[src/rtl/width_shrink_buffer.sv]
// Width-down converter: queues IN_WIDTH-bit words in a small FIFO and emits them
// as OUT_WIDTH-bit beats (LS beat first), with cycle counters for throughput analysis.
module width_shrink_buffer #(
  parameter int IN_WIDTH        = 64,
  parameter int OUT_WIDTH       = 32,
  parameter int QUEUE_ADDR_BITS = 2
) (
  input  logic                 clk,
  input  logic                 reset,
  input  logic [IN_WIDTH-1:0]  d_a,
  input  logic                 vld_a,
  output logic                 rdy_a,
  output logic [OUT_WIDTH-1:0] d_b,
  output logic                 vld_b,
  input  logic                 rdy_b,
  input  logic                 is_done_mode_user,
  output logic [31:0]          full_cnt,
  output logic [31:0]          empty_cnt,
  output logic [31:0]          read_cnt,
  output logic                 stall_condition
);

  localparam int RATIO = IN_WIDTH / OUT_WIDTH;
  localparam int IDX_W = (RATIO > 1) ? $clog2(RATIO) : 1;
  localparam int DEPTH = 2 ** QUEUE_ADDR_BITS;
  localparam logic [QUEUE_ADDR_BITS:0] DEPTH_CNT = (QUEUE_ADDR_BITS + 1)'(DEPTH);
  localparam logic [IDX_W-1:0]         LAST_IDX  = IDX_W'(RATIO - 1);

  typedef enum logic {IDLE, SEND} state_t;

  logic [IN_WIDTH-1:0]        mem [DEPTH];
  logic [QUEUE_ADDR_BITS-1:0] wr_ptr, rd_ptr;
  logic [QUEUE_ADDR_BITS:0]   count;
  logic                       q_full, q_empty, push, pop;

  state_t                     state, state_next;
  logic [IN_WIDTH-1:0]        shift_reg, shift_next;
  logic [IDX_W-1:0]           beat_idx, idx_next;
  logic                       vld_b_q, vld_next;
  logic                       beat_accept;

  assign q_full  = (count == DEPTH_CNT);
  assign q_empty = (count == '0);
  // Ready depends on occupancy only, so a full queue refuses a write even when popping.
  assign rdy_a   = !reset && !q_full;
  assign push    = vld_a && rdy_a;

  assign d_b             = shift_reg[OUT_WIDTH-1:0];
  assign vld_b           = vld_b_q;
  assign beat_accept     = vld_b_q && rdy_b;
  assign stall_condition = vld_b_q && !rdy_b;

  // NOTE: queue storage has no reset; count alone decides which entries are valid.
  always_ff @(posedge clk) begin
    if (push) mem[wr_ptr] <= d_a;
  end

  // NOTE: sequential state uses non-blocking assignments so every register samples pre-edge values.
  always_ff @(posedge clk) begin
    if (reset) begin
      wr_ptr <= '0;
      rd_ptr <= '0;
      count  <= '0;
    end else begin
      if (push) wr_ptr <= wr_ptr + 1'b1;
      if (pop)  rd_ptr <= rd_ptr + 1'b1;
      case ({push, pop})
        2'b10:   count <= count + 1'b1;
        2'b01:   count <= count - 1'b1;
        default: count <= count;
      endcase
    end
  end

  always_ff @(posedge clk) begin
    if (reset) begin
      state     <= IDLE;
      shift_reg <= '0;
      beat_idx  <= '0;
      vld_b_q   <= 1'b0;
    end else begin
      state     <= state_next;
      shift_reg <= shift_next;
      beat_idx  <= idx_next;
      vld_b_q   <= vld_next;
    end
  end

  // NOTE: every combinational output gets a default first so no path infers a latch.
  always_comb begin
    state_next = state;
    shift_next = shift_reg;
    idx_next   = beat_idx;
    vld_next   = vld_b_q;
    pop        = 1'b0;
    case (state)
      IDLE: begin
        if (!q_empty) begin
          pop        = 1'b1;
          shift_next = mem[rd_ptr];
          idx_next   = '0;
          vld_next   = 1'b1;
          state_next = SEND;
        end
      end
      SEND: begin
        if (beat_accept) begin
          if (beat_idx != LAST_IDX) begin
            shift_next = shift_reg >> OUT_WIDTH;
            idx_next   = beat_idx + IDX_W'(1);
          end else if (!q_empty) begin
            // Reload on the last beat so consecutive words stream without a bubble.
            pop        = 1'b1;
            shift_next = mem[rd_ptr];
            idx_next   = '0;
          end else begin
            vld_next   = 1'b0;
            state_next = IDLE;
          end
        end
      end
      default: state_next = IDLE;
    endcase
  end

  always_ff @(posedge clk) begin
    if (reset) begin
      full_cnt  <= '0;
      empty_cnt <= '0;
      read_cnt  <= '0;
    end else if (!is_done_mode_user) begin
      if (q_full)                    full_cnt  <= full_cnt + 32'd1;
      if (q_empty && state == IDLE)  empty_cnt <= empty_cnt + 32'd1;
      if (beat_accept)               read_cnt  <= read_cnt + 32'd1;
    end
  end

endmodule

[config.mk]
export PLATFORM = sky130hd
export DESIGN_NAME = width_shrink_buffer
export DESIGN_NICKNAME = d
export VERILOG_FILES = /design/src/rtl/width_shrink_buffer.sv
export SDC_FILE = /design/constraint.sdc
export NUM_CORES = 1
export LEC_CHECK = 0
export BUFFER_PORTS_ARGS = -buffer_cell sky130_fd_sc_hd__buf_4
export CAP_MARGIN = 20
export CORE_MARGIN = 4
export CORE_UTILIZATION = 65
export CTS_BUF_LIST = sky130_fd_sc_hd__clkbuf_8
export DETAILED_ROUTE_END_ITERATION = 8
export PLACE_DENSITY = 0.87
export SLEW_MARGIN = 10
export SYNTH_ARGS = -nofsm -noshare
export SYNTH_HDL_FRONTEND = slang
export SYNTH_SLANG_ARGS = --single-unit
[constraint.sdc]
create_clock -name clk -period 8.3 [get_ports clk]
set_input_delay 1.245 -clock clk [delete_from_list [all_inputs] [get_ports clk]]
set_output_delay 1.245 -clock clk [all_outputs]
set_load 0.03 [all_outputs]
==> impl_metrics.json <==
{
  "setup-violations-final": 0,
  "startpoint_type": "input port",
  "fin_area_sq_mm": 0.02022,
  "cts_tree": "yes",
  "register_area_share_after_synthesis_pct": 63.79,
  "most_common_cell_on_crit_path": "sky130_fd_sc_hd__buf_4",
  "synth_flop_cell": "sky130_fd_sc_hd__edfxtp_1",
  "groute.layer.met3.usage_pct": 4.620,
  "unique_masters_post_synth": 49,
  "synth.ff_latch_count": 428,
  "cts.repair.resized": 0,
  "static-leakage-power_nw": 7.153,
  "synth_largest_area_cell": "sky130_fd_sc_hd__edfxtp_1",
  "run_status": "finished clean",
  "critical-path-max-stage-delay_ps": 850,
  "post-cts-setup-buffer-count": 0,
  "antennaDiodeCount": 0,
  "grt_pass1_wl_um": 60010,
  "vias_per_cell": 6.434,
  "detail_route.wirelength_um": 38630,
  "first_pass_iters": 6,
  "fillCellCount": 1541,
  "netlist_area_sq_mm": 0.01745,
  "critical_path_arrival_ps": 3720,
  "post-route-drc-count": 0,
  "worst_path_max_delay_cell": "sky130_fd_sc_hd__and2_2",
  "post_dp_cell_area_sq_mm": 0.01895,
  "top_count_cell_post_synth": "sky130_fd_sc_hd__edfxtp_1",
  "timing.fmax_ghz": 0.2836,
  "cts_buffer_depth": 3,
  "largest_reg_flops": 256,
  "multiInputGateArea_sq_mm": 0.005719,
  "totalNegativeSetupSlack_ps": 0,
  "synth_edf_count": 256,
  "number_of_vias_in_the_routed_layout": 11900,
  "pre_cts_ws_ps": 4168,
  "detail_route.wl_per_cell_um": 20.89,
  "ir_worst_vdd_uv": 236.5,
  "syn_avg_cell_area_sq_um": 13.56,
  "busiest_layer": "met2",
  "synthesis.instances": 1287,
  "worst-slew-pin-transition_ps": 1061,
  "maximum_net_fanout_on_the_critical_path": 59,
  "grt_use_met2_pct": 45.04,
  "overflow": 0,
  "yosysWarnings": 0,
  "maxSlewHeadroom_pct": 29.24,
  "grt_max_degree": 67,
  "dr.first_iter.drc_count": 1417,
  "detailedPlacementHpwl_um": 24530,
  "worst_slack_ps": 4774,
  "area.growth.synth_to_final_pct": 15.89,
  "worst_skew_pair.late_latency_ps": 580,
  "worst_clock_skew_ps": 23.45,
  "post_synth_most_frequent_cells": "sky130_fd_sc_hd__edfxtp_1, sky130_fd_sc_hd__dfxtp_1, sky130_fd_sc_hd__nor2_1",
  "port_buffers": 199,
  "powerDensity_mw_per_mm2": 293.3,
  "grt_setup_unrepaired": "no",
  "number_of_nets_in_the_layout": 1538,
  "die_x_um": 171.8,
  "clkSinkCount": 428,
  "period_share_pct": 42.49,
  "post_route_cells_drive_above_1_share_pct": 25.63,
  "final_hold_viol_count": 0,
  "design.die.area_sq_mm": 0.02953,
  "worstPathRequired_ps": 8500,
  "post_cts_hold_buffer_count": 0,
  "initial_antenna_violation_count": 0,
  "net_count_after_synthesis": 1365,
  "yosys-top-cells-area": "sky130_fd_sc_hd__edfxtp_1, sky130_fd_sc_hd__dfxtp_1, sky130_fd_sc_hd__mux4_2",
  "placement_rows": 59,
  "gp_congestion": 0.8724,
  "min_path_type": "reg2reg",
  "floorplan.core_area_sq_mm": 0.02621,
  "ant_nets": 0,
  "globalRouteTotalUtil_pct": 25.72,
  "yosysTopAreaCellShare_pct": 44.06,
  "final-seq-area_sq_mm": 0.01114,
  "timing_max_transition_violations_final": 0,
  "path_clk_slew_ps": 60,
  "critical_path.cell_chain": "buf_4 > a211oi_1 > and2_2 > buf_4",
  "grt.met1_usage_pct": 33.46,
  "timing.max_cap.violations": 0,
  "ys_async_sr_fraction_pct": 0,
  "timing.critical_path.to_type": "flop",
  "period_minus_slack_ps": 3526,
  "tritoncts.num_buffers": 69,
  "setup.worst_path.class": "in2reg",
  "io_pins": 200,
  "grt_pass1_vias": 11480,
  "initial_utilization_pct": 66.58,
  "cts.root.buffer_cell": "sky130_fd_sc_hd__clkbuf_8",
  "cts.htree.levels": 3,
  "die_height_um": 171.8
}
## worst max-delay path, delay by kind of cell
| kind | cells | cell delay, ps |
|---|---|---|
| simple gates | 1 | 850 |
| buf+inv | 2 | 860 |
| compound gates | 1 | 720 |
## path summary, 6_finish.rpt
path	startpoint	end	slack [ps]	cells past startpoint
worst max-delay path	reset	mem[1][48]$_DFFE_PP_	4770	4
worst min-delay path	empty_cnt[31]$_SDFFE_PP0P_	empty_cnt[31]$_SDFFE_PP0P_	480	2
worst max register to register	count[0]$_SDFFE_PP0P_	mem[1][48]$_DFFE_PP_	5140	4
worst min register to register	empty_cnt[31]$_SDFFE_PP0P_	empty_cnt[31]$_SDFFE_PP0P_	480	2
## metal layers
| layer | vias up | wire length [um] |
|---|---|---|
| met4 | 0 | 862 |
| met1 | 5884 | 14830 |
| met3 | 80 | 2904 |
| met5 | - | 0 |
| li1 | 5354 | - |
| met2 | 578 | 20040 |
## cells in the final DEF (no fill, tap or decap), drive strengths merged, types with 10 or more instances in the layout
cell type  netlist  routed
clkbuf          61      77
xor2            21      21
dfxtp          172     172
or3             14      14
mux4            64      64
nor2            80      80
nor2b           11      11
and4            13      13
buf             49     212
nand4           37      37
nand3           37      37
edfxtp         256     256
mux2            10      10
xnor2           10      10
inv             16      60
o21ai           47      47
a22oi           32      32
o31ai           43      43
mux2i           33      33
and3            11      11
a21oi           65      65
a221oi          32      32
or4             47      47
nand2           71      71
## area by class of cell
| class | instances | share of cell area [%] |
|---|---|---|
| clock buffers | 77 | 5.241 |
| clock inverters | 48 | 1.064 |
| inverters | 16 | 0.2970 |
| multi-input cells | 733 | 28.28 |
| flip-flops and latches | 428 | 55.07 |
| well taps | 335 | 2.073 |
| repair buffers | 212 | 7.970 |
## kinds of logic (layout without fill, tap and decap cells)
family | count (synthesis) | count (layout) | share of synthesized area, %
buf+inv | 126 | 353 | 3.535
flops | 428 | 428 | 63.79
mux | 107 | 107 | 10.80
simple gates | 360 | 360 | 11.25
compound gates | 226 | 226 | 8.376
xor+xnor | 31 | 31 | 1.556
fa+ha+maj | 9 | 9 | 0.6884
## report_power, final
| part | total [W] | internal, W | switching [W] |
|---|---|---|---|
| logic | 0.00157 | 0.000631 | 0.000935 |
| clock network | 0.00165 | 0.000857 | 0.000793 |
| registers | 0.00271 | 0.00250 | 0.000219 |
| total | 0.00593 | 0.00398 | 0.00195 |
## metrics by stage
step | total power, W | utilization [%] | cells | hold slack [ps]
floorplan | 0.003904 | - | 1287 | 460.1
global placement | 0.004228 | 72.19 | 1723 | 461.0
detailed placement | 0.004312 | 72.29 | 1724 | 477.5
CTS | 0.005962 | 77.16 | 1849 | 484.6
global route | 0.006195 | 77.16 | 1849 | 512.5
finish | 0.005931 | 77.16 | 1849 | 483.9
(Power assumes the default switching activity.)
